===== config.mk =====
export PLATFORM = sky130hd
export DESIGN_NAME = dt_stat_scan
export DESIGN_NICKNAME = d
export VERILOG_FILES = /design/src/rtl/dt_stat_scan.sv
export SDC_FILE = /design/constraint.sdc
export NUM_CORES = 1
export LEC_CHECK = 0
export CAP_MARGIN = 20
export CORE_MARGIN = 8
export CORE_UTILIZATION = 55
export DETAILED_ROUTE_END_ITERATION = 8
export PLACE_DENSITY = 0.83
export SYNTH_ARGS = -nofsm -noshare
export SYNTH_HDL_FRONTEND = slang
export SYNTH_SLANG_ARGS = --single-unit

===== constraint.sdc =====
create_clock -name clk -period 4.9 [get_ports clk]
set_clock_uncertainty 0.1 [all_clocks]
set_input_delay 0.49 -clock clk [delete_from_list [all_inputs] [get_ports clk]]
set_output_delay 0.49 -clock clk [all_outputs]
set_load 0.05 [all_outputs]

===== src/rtl/dt_stat_scan.sv =====
// dt_stat_scan: reads the finished distance map back from the result RAM in
// raster order and reduces it to max value, first max address, foreground
// count and at-or-above-threshold count.
module dt_stat_scan #(
    parameter int IMG_W  = 128,
    parameter int IMG_H  = 128,
    parameter int ADDR_W = 14,
    parameter int CNT_W  = 15
) (
    input  logic              clk,
    input  logic              reset,
    input  logic              start,
    input  logic [7:0]        thr,
    output logic              res_rd,
    output logic [ADDR_W-1:0] res_addr,
    input  logic [7:0]        res_di,
    output logic              busy,
    output logic              done,
    output logic [7:0]        max_val,
    output logic [ADDR_W-1:0] max_addr,
    output logic [CNT_W-1:0]  fg_cnt,
    output logic [CNT_W-1:0]  ge_cnt
);

    localparam int                N    = IMG_W * IMG_H;
    localparam logic [ADDR_W-1:0] LAST = ADDR_W'(N - 1);

    typedef enum logic [1:0] {S_IDLE, S_READ, S_DRAIN, S_DONE} state_t;

    state_t              state_q, state_d;
    logic                rd_q, rd_d;
    logic [ADDR_W-1:0]   addr_q, addr_d;
    logic                vld_q, vld_d;
    logic [ADDR_W-1:0]   adr_dly_q, adr_dly_d;
    logic [7:0]          thr_q, thr_d;
    logic [7:0]          max_val_q, max_val_d;
    logic [ADDR_W-1:0]   max_addr_q, max_addr_d;
    logic [CNT_W-1:0]    fg_q, fg_d;
    logic [CNT_W-1:0]    ge_q, ge_d;
    logic                busy_q, busy_d;
    logic                done_q, done_d;

    // Next-state: address sweep, read-valid pipe, accumulation, start handling.
    always_comb begin
        state_d    = state_q;
        rd_d       = rd_q;
        addr_d     = addr_q;
        thr_d      = thr_q;
        max_val_d  = max_val_q;
        max_addr_d = max_addr_q;
        fg_d       = fg_q;
        ge_d       = ge_q;
        busy_d     = busy_q;
        done_d     = done_q;
        // RAM data for the address issued last cycle arrives one cycle later,
        // so the valid bit and address tag trail the issued read by one edge.
        vld_d      = rd_q;
        adr_dly_d  = addr_q;

        if (vld_q) begin
            // Strict compare keeps the lowest address on ties.
            if (res_di > max_val_q) begin
                max_val_d  = res_di;
                max_addr_d = adr_dly_q;
            end
            if (res_di != 8'd0) fg_d = fg_q + CNT_W'(1);
            if (res_di >= thr_q) ge_d = ge_q + CNT_W'(1);
        end

        case (state_q)
            S_IDLE, S_DONE: begin
                if (start) begin
                    state_d    = S_READ;
                    busy_d     = 1'b1;
                    done_d     = 1'b0;
                    max_val_d  = '0;
                    max_addr_d = '0;
                    fg_d       = '0;
                    ge_d       = '0;
                    thr_d      = thr;
                    rd_d       = 1'b1;
                    addr_d     = '0;
                end
            end
            S_READ: begin
                if (addr_q == LAST) begin
                    state_d = S_DRAIN;
                    rd_d    = 1'b0;
                    addr_d  = '0;
                end else begin
                    addr_d = addr_q + ADDR_W'(1);
                end
            end
            S_DRAIN: begin
                // Last datum is accumulated on this edge by the block above.
                state_d = S_DONE;
                busy_d  = 1'b0;
                done_d  = 1'b1;
            end
            default: state_d = S_IDLE;
        endcase
    end

    // State and result registers; reset aborts a scan and clears everything.
    always_ff @(posedge clk) begin
        if (!reset) begin
            state_q    <= S_IDLE;
            rd_q       <= 1'b0;
            addr_q     <= '0;
            vld_q      <= 1'b0;
            adr_dly_q  <= '0;
            thr_q      <= '0;
            max_val_q  <= '0;
            max_addr_q <= '0;
            fg_q       <= '0;
            ge_q       <= '0;
            busy_q     <= 1'b0;
            done_q     <= 1'b0;
        end else begin
            state_q    <= state_d;
            rd_q       <= rd_d;
            addr_q     <= addr_d;
            vld_q      <= vld_d;
            adr_dly_q  <= adr_dly_d;
            thr_q      <= thr_d;
            max_val_q  <= max_val_d;
            max_addr_q <= max_addr_d;
            fg_q       <= fg_d;
            ge_q       <= ge_d;
            busy_q     <= busy_d;
            done_q     <= done_d;
        end
    end

    assign res_rd   = rd_q;
    assign res_addr = addr_q;
    assign busy     = busy_q;
    assign done     = done_q;
    assign max_val  = max_val_q;
    assign max_addr = max_addr_q;
    assign fg_cnt   = fg_q;
    assign ge_cnt   = ge_q;

endmodule


# Word-level counts from Yosys, hierarchy flattened
# Cells that the tools add are included.
[classes] n_addsub=3 reduce_logical=10 n_lt_le_gt_ge=2 eq_ne=6 mux=28
[ops] op="two-way mux 15 bit" count=8
[ops] op="two-way mux 14 bit" count=6
[ops] op="two-way mux 8 bit" count=4
[ops] op="adder 15 x 1 -> 15 bit (second input constant)" count=2
[ops] op="case mux 14 bit (2 select lines)" count=1
[ops] op="adder 14 x 1 -> 14 bit (second input constant)" count=1
[ops] op="equality test 14 bit (second input constant)" count=1
[ops] op=">= comparator 8 bit" count=1
[ops] op="> comparator 8 bit" count=1
[ops] op="AND reduction 2 bit" count=4
[ops] op="nonzero test 8 bit" count=1
[ops] op="case mux 1 bit (2 select lines)" count=3
[ops] op="case mux 2 bit (3 select lines)" count=1
[ops] op="equality test 2 bit (second input constant)" count=2
[ops] op="two-way mux 2 bit" count=2
[ops] op="!= test 2 bit (second input constant)" count=2
[ops] op="nonzero test 2 bit" count=2
[ops] op="two-way mux 1 bit" count=3
[ops] op="AND reduction 3 bit" count=1
[ops] op="equality test 2 x 1 -> 1 bit (second input constant)" count=1
[ops] op="logical NOT 2 bit" count=1
[ops] op="OR reduction 2 bit" count=1
[totals] out_inout_bits=69 word_cells=61 inputBits=19 reg_bits=94

# Longest topological paths before layout
# Gate-level depths: netlist (run 1).
[logic_depth] ltp_word=5 mapped_depth=8 mapped_depth_nobuf=7

# Worst setup path after synthesis (run 1)
# No wires, ideal clock.
[synth_path] path_kind="input to register" from="input port res_di[0]" to="register ge_q[1], in the netlist ge_cnt[1]" setup_time_ns=0.128 t_required_ns=4.672 path_buffers=1 arrival_ns=2.114 path_slack_ns=2.558 path_stages=8 cell_sequence="inv_1 -> ha_1 -> nand2b_1 -> a2111oi_0 -> o32a_1 -> buf_2 -> mux2i_1 -> nor2_1"
[synth_between] elab_chain_len=5
[synth_rtl] item="start: declaration" line="16" source="input logic [7:0] res_di,"
[synth_rtl] item=">= comparator 8 bit *" line="67" source="if (res_di >= thr_q) ge_d = ge_q + CNT_W'(1);"
[synth_rtl] item="two-way mux 15 bit *" line="67"
[synth_rtl] item="two-way mux 15 bit *" line="60" source="if (vld_q) begin"
[synth_rtl] item="two-way mux 15 bit" line="72" source="if (start) begin"
[synth_rtl] item="two-way mux 15 bit *" line="70" source="case (state_q)"
[synth_rtl] item="end signal: assignment" line="129" source="ge_q <= ge_d;"
[synth_rtl] item="end: declaration" line="39" source="logic [CNT_W-1:0] ge_q, ge_d;"
# Every way passes the cells marked *; elsewhere a longest branch is shown, timed or not.
# A chain may end at the register's enable or synchronous reset.

# Worst setup path in the final report (run 1)
# Ends and elaborated chain as after synthesis.

==> impl_metrics.py, run 1 <==
metrics = {
    "worst_setup_path": {
        "reg2reg_slack_ps": 2140,
        "critical_path.cell_chain": "clkdlybuf4s50_1 -> inv_1 -> ha_1 -> nand2b_1 -> a2111oi_0 -> o32a_1 -> mux2i_1 -> nor2_1",
        "worstSetupEndpointType": "register",
        "critPathSlowestCell": "o32a_1",
        "required_ps": 5050,
        "timing.critical_path.arrival_ps": 2980,
        "highest_cell_delay_on_the_worst_timing_path_ps": 650,
        "crit_path_start": "res_di[0]",
        "critical_path_peak_fanout": 17,
        "critPathLaunchType": "input pin",
        "worstReg2RegStart": "state_q[0]",
        "class_of_the_most_critical_setup_path": "in -> reg",
    },
    "pwr": {
        "power.ir.vdd_worst_v": 0.0003095,
        "pleak_uw": 0.001843,
        "power-per-cell-area_mw_per_mm2": 341.9,
    },
    "global_routing": {
        "first_pass_grt_wire_length_um": 16440,
        "antenna_found_initial": 0,
        "track_usage": 0.1926,
        "overflow": 0,
        "first_global_vias": 3483,
        "maximum_number_of_pins_on_one_net_before_global_route_repair": 29,
    },
    "sta": {
        "setup_viol": 0,
        "layout_min_cycle_time_ps": 2833,
        "unrepaired_setup_endpoints_after_global_routing": "false",
        "final.period_utilization": 0.5781,
        "drv_slew": 0,
        "setup_total_negative_slack_ps": 0,
        "maxClockFrequency_ghz": 0.3530,
        "final_critical_path_setup_slack_ps": 2067,
        "worst_slew_margin_rel": 0.3768,
        "post_route_worst_hold_slack_ps": 348.9,
        "final_hold_viol_count": 0,
        "worst_slew_pin_slew_ps": 934.8,
    },
    "detailed_routing": {
        "post-route-drc-count": 0,
        "detail_route.vias_per_cell": 5.481,
        "avgRoutedWirePerCell_um": 14.72,
        "drt_wl_total_um": 10040,
        "detailedRoute.firstIterationViolations": 165,
        "route.antenna.remaining_nets": 0,
        "first_pass_iters": 4,
        "dr_total_vias": 3738,
    },
    "min_path": {
        "worst_hold_path_type": "reg -> reg",
        "min-delay-start": "adr_dly_q[11]",
    },
    "logic_synthesis": {
        "synth_top_family_by_area": "simple AND/OR/NAND/NOR gates",
        "yosys.area_share.xor_xnor": 0.05622,
        "yosysSeqAreaShare": 0.4474,
        "yosys-mux-area-fraction": 0.01220,
        "ys.warnings.count": 0,
        "synth_fa_ha_area_frac": 0.06544,
        "postSynth.topFlopCell": "dfxtp_1",
        "synth_compound_gate_area_share": 0.1487,
        "yosys.area_share.simple": 0.2267,
        "syn-instance-count": 496,
        "number_of_synthesized_flops_with_an_enable_pin": 0,
        "synth.net_count": 537,
        "post_synth_instance_area_mm2": 0.004207,
        "synth_async_sr_flop_share": 0,
        "yosys.cell_types.count": 45,
        "synth.ff_latch_count": 94,
        "synthesis.area_per_instance_um2": 8.481,
    },
    "layout": {
        "final_nets": 616,
        "areaGrowthSynthToFinish_pct": 26.89,
        "fin_cells": 682,
        "filler_cell_count": 588,
        "diodes": 0,
        "layout-drive-gt1-share": 0.04310,
        "sequential_cell_area_mm2": 0.001882,
        "multi_input_area_mm2": 0.002147,
    },
    "clock_tree": {
        "clk_pin_slew_worst_paths_ps": 90,
        "ctsHoldBuffers": 0,
        "buffer_depth_of_the_longest_clock_path": 2,
        "cts_tree": "yes",
        "cts_setup_buffers": 0,
        "htree_levels": 3,
        "cts_buffers": 9,
        "cts.sink_count": 94,
        "cts.root.buffer_cell": "clkbuf_8",
        "cts_repair_resize_count": 0,
        "worst_skew_pair.late_latency_ps": 370,
    },
    "floorplan": {
        "initial_core_util": 0.5559,
        "floorplan.core_area_mm2": 0.007567,
        "rows": 32,
        "die_height_um": 103.5,
        "fp.dieArea_mm2": 0.01070,
        "chipWidth_um": 103.5,
        "boundaryPins": 88,
    },
    "flow_run": {
        "maxCapViolCount": 0,
    },
    "place": {
        "hpwl_um": 7251,
        "pre_cts_slack_ps": 1658,
        "gp_congestion": 0.8441,
        "port-buffer-count": 87,
        "numPlacedInstances": 664,
    },
    "outcome": {
        "run_status": "completed",
    },
}
-- logic make-up (layout without fill, tap and decap cells) --
logic type | Yosys count | count (layout)
buffers and inverters | 48 | 132
muxes | 5 | 5
xor gates and xnor gates | 27 | 27
AOI/OAI and AO/OA | 110 | 110
DFF | 94 | 94
adders and majority gates | 22 | 22
and+or+nand+nor | 190 | 190
-- layout by cell type, fill, tap and decap left out, drive strengths merged, types with 5 or more instances in the layout --
cell type	instances
clkdlybuf4s50	87
o21ai	35
nand4	12
nand3	33
clkbuf	9
or3	8
dfxtp	94
and4	5
nand2	47
inv	30
xnor2	10
nor2	44
xor2	17
ha	22
a21oi	53
and3	10
and2	15
-- path summary, 6_finish.rpt --
| path | endpoint | depth (start not counted) |
|---|---|---|
| worst max-delay path | ge_cnt[1] | 8 |
| worst min-delay path | max_addr[11] | 2 |
| worst max register to register | ge_cnt[12] | 7 |
| worst min register to register | max_addr[11] | 2 |
-- synthesized netlist by cell type, types with 3 or more instances --
library cell / instances / area share
dfxtp_1: 94 / 0.45
nor2_1: 43 / 0.038
nand2b_1: 4 / 0.0059
or3_1: 8 / 0.012
nand4_1: 12 / 0.018
o21ai_1: 9 / 0.011
nand2_1: 47 / 0.042
and4_1: 5 / 0.010
nand3_1: 32 / 0.038
and2_1: 15 / 0.022
clkbuf_1: 16 / 0.014
ha_1: 22 / 0.065
a21oi_1: 53 / 0.063
and3_1: 10 / 0.015
mux2i_1: 4 / 0.0095
nor3_1: 4 / 0.0048
o21ai_0: 26 / 0.031
inv_1: 26 / 0.023
xor2_1: 17 / 0.035
a2111o_1: 3 / 0.0080
buf_1: 4 / 0.0036
xnor2_1: 10 / 0.021
-- flip-flops by register name (all words and copies together), names as in the netlist --
register / flops
res_addr: 14
res_rd: 1
busy: 1
adr_dly_q: 14
ge_cnt: 15
vld_q: 1
state_q: 2
thr_q: 8
max_addr: 14
max_val: 8
done: 1
fg_cnt: 15
-- routing by layer --
metal	share of wire	global-route usage
met5	0	0
met4	0.014	0.07675
met3	0.075	0.03949
met2	0.46	0.2988
met1	0.45	0.2554
-- where the power goes --
group	leakage [uW]	internal, uW	total (uW)	switching, uW
Clock	0.0000863	195	482	288
Sequential	0.000760	810	847	36.9
Combinational	0.000997	163	496	333
Total	0.00184	1170	1820	658
-- cell type report --
class | count | share of cell area
repair buffers | 90 | 0.1681
well taps | 102 | 0.02391
clock inverters | 7 | 0.01172
clock buffers | 9 | 0.02321
inverters | 26 | 0.01828
multi-input cells | 354 | 0.4023
flip-flops and latches | 94 | 0.3526
-- per-stage QoR --
| step | total power (uW) | cell area (um^2) | util |
|---|---|---|---|
| after floorplan | 1218 | 4207 | - |
| after global placement | 1332 | 5132 | 0.6782 |
| after detailed placement | 1349 | 5132 | 0.6782 |
| after CTS | 1828 | 5319 | 0.7029 |
| after global routing | 1924 | 5338 | 0.7054 |
| final | 1825 | 5338 | 0.7054 |
-- critical path: cells and delay by family --
kind	cells	cell delay, ps
and+or+nand+nor	2	180
adders and majority gates	1	280
AOI/OAI and AO/OA	2	1170
buffers and inverters	2	590
muxes	1	270
(Power assumes the default switching activity.)
==> run 2, diff against run 1 <==
--- a/config.mk
+++ b/config.mk
@@ -7,9 +7,9 @@
 export LEC_CHECK = 0
 export CAP_MARGIN = 20
 export CORE_MARGIN = 8
-export CORE_UTILIZATION = 55
+export CORE_UTILIZATION = 46
 export DETAILED_ROUTE_END_ITERATION = 8
-export PLACE_DENSITY = 0.83
+export PLACE_DENSITY = 0.74
 export SYNTH_ARGS = -nofsm -noshare
 export SYNTH_HDL_FRONTEND = slang
 export SYNTH_SLANG_ARGS = --single-unit
==> constraint.sdc (replaced) <==
create_clock -name clk -period 2.6 [get_ports clk]
set_clock_uncertainty 0.1 [all_clocks]
set_input_delay 0.26 -clock clk [delete_from_list [all_inputs] [get_ports clk]]
set_output_delay 0.26 -clock clk [all_outputs]
set_load 0.05 [all_outputs]
==> run 2 against run 1 <==
Sequential share of layout area fell by 1.2 points. Combinational power rose by 99%. Register-to-register slack got worse by 1900 ps. Worst setup slack got worse by 1800 ps. Hold slack improved by 2.9 ps. Core utilization fell by 9.6 points. Critical path depth rose by 1. Routed wire length rose by 4.9%. First-iteration DRC count rose by 3.0%. Critical path type unchanged.
==> impl_metrics.py, run 2 (same netlist as run 1, synthesis figures left out) <==
metrics = {
    "sta": {
        "maxClockFrequency_ghz": 0.4200,
        "final_critical_path_setup_slack_ps": 218.8,
        "final_hold_viol_count": 0,
        "unrepaired_setup_endpoints_after_global_routing": "false",
        "layout_min_cycle_time_ps": 2381,
        "worst_slew_pin_slew_ps": 823.8,
        "drv_slew": 0,
        "final.period_utilization": 0.9158,
        "post_route_worst_hold_slack_ps": 351.8,
        "worst_slew_margin_rel": 0.4366,
        "setup_viol": 0,
    },
    "layout": {
        "most-common-layout-cells": "dfxtp_1, clkdlybuf4s50_1, a21oi_1, nand2_1, nor2_1",
        "areaGrowthSynthToFinish_pct": 31.26,
        "final_nets": 632,
        "layout-drive-gt1-share": 0.06891,
        "diodes": 0,
        "most_common_library_cell_in_the_layout_ignoring_fill_and_taps": "dfxtp_1",
        "fin_cells": 706,
    },
    "clock_tree": {
        "clk_pin_slew_worst_paths_ps": 90,
        "htree_levels": 3,
        "cts_tree": "yes",
        "worst_skew_pair.late_latency_ps": 360,
        "cts.sink_count": 94,
        "cts_buffers": 9,
        "cts.root.buffer_cell": "clkbuf_8",
        "cts_setup_buffers": 0,
        "buffer_depth_of_the_longest_clock_path": 2,
    },
    "floorplan": {
        "initial_core_util": 0.4640,
        "boundaryPins": 88,
        "rows": 35,
        "floorplan.core_area_mm2": 0.009065,
        "die_height_um": 111.6,
        "fp.dieArea_mm2": 0.01246,
        "chipWidth_um": 111.6,
    },
    "detailed_routing": {
        "avgRoutedWirePerCell_um": 14.91,
        "first_pass_iters": 4,
        "drt_wl_total_um": 10530,
        "detailedRoute.firstIterationViolations": 170,
        "post-route-drc-count": 0,
        "detail_route.vias_per_cell": 5.419,
        "route.antenna.remaining_nets": 0,
        "dr_total_vias": 3826,
    },
    "global_routing": {
        "first_pass_grt_wire_length_um": 17600,
        "antenna_found_initial": 0,
        "maximum_number_of_pins_on_one_net_before_global_route_repair": 25,
        "overflow": 0,
        "first_global_vias": 3630,
        "track_usage": 0.1681,
    },
    "flow_run": {
        "maxCapViolCount": 0,
    },
    "place": {
        "numPlacedInstances": 691,
        "port-buffer-count": 87,
        "gp_congestion": 0.8158,
        "pre_cts_slack_ps": -405.8,
        "hpwl_um": 7851,
    },
    "pwr": {
        "power.ir.vdd_worst_v": 0.0004230,
        "pleak_uw": 0.001953,
        "power-per-cell-area_mw_per_mm2": 662.2,
    },
    "worst_setup_path": {
        "critical_path.cell_chain": "clkdlybuf4s50_1 -> inv_1 -> ha_1 -> nand2b_1 -> a2111oi_0 -> o32a_1 -> buf_12 -> mux2i_1 -> nor2_1",
        "worstPathBufferInverterCount": 3,
        "highest_cell_delay_on_the_worst_timing_path_ps": 570,
        "worstSetupEndpointType": "register",
        "critical_path_peak_fanout": 17,
        "critPathSlowestCell": "a2111oi_0",
        "worst_path_dominant_cell_family": "compound AO/OA/AOI/OAI gates",
        "required_ps": 2750,
        "class_of_the_most_critical_setup_path": "in -> reg",
        "critPathLaunchType": "input pin",
        "crit_path_start": "res_di[0]",
        "timing.critical_path.arrival_ps": 2540,
        "worstReg2RegStart": "max_val[7]",
    },
    "min_path": {
        "min-delay-start": "adr_dly_q[10]",
        "worst_hold_path_type": "reg -> reg",
    },
    "outcome": {
        "run_status": "completed",
    },
}
## run 2: final timing paths
kind             endpoint  slack (ps)  cells past startpoint
max             ge_cnt[1]         220                      9
min          max_addr[10]         350                      2
max reg2reg    max_val[4]         290                      7
min reg2reg  max_addr[10]         350                      2
## run 2: through the flow
step / total power, uW / area, um^2 / util / setup TNS (ps)
detailed placement: 2607 / 5291 / 0.5837 / -10010
finish: 3656 / 5522 / 0.6091 / 0
global placement: 2576 / 5291 / 0.5837 / -5799
CTS: 3671 / 5520 / 0.6090 / 0
global route: 3849 / 5522 / 0.6091 / 0
floorplan: 2295 / 4207 / - / 0
## run 2: final cells by class
cell class                      instances  area (um^2)
Tap cell                              111        138.9
Inverter                               26        97.59
Clock inverter                          5        82.58
Fill cell                             804         3543
Clock buffer                           10        137.6
Multi-Input combinational cell        354         2157
Timing Repair Buffer                  106         1026
Sequential cell                        94         1882
## run 2: layer usage
metal | vias up | GRT usage | wire, um
li1 | 1918 | - | -
met1 | 1790 | 0.2166 | 4950
met2 | 100 | 0.2649 | 4818
met3 | 18 | 0.03788 | 541
met4 | 0 | 0.06928 | 217
met5 | - | 0 | 0
## run 2: what timing repair did
action,CTS,global route
cloned,0,0
gates resized for setup,1,1
setup endpoints to repair,22,22
hold buffers,0,0
## run 2: worst min-delay path: stages (launching register included)
cell and delay (ps):
dfxtp_1 310, nand3_1 60, a21oi_1 50
## run 2: report_power, final
group | total, uW | switching (uW) | internal [uW]
sequential | 1600 | 69.7 | 1530
clock | 1070 | 506 | 566
combinational | 989 | 637 | 351
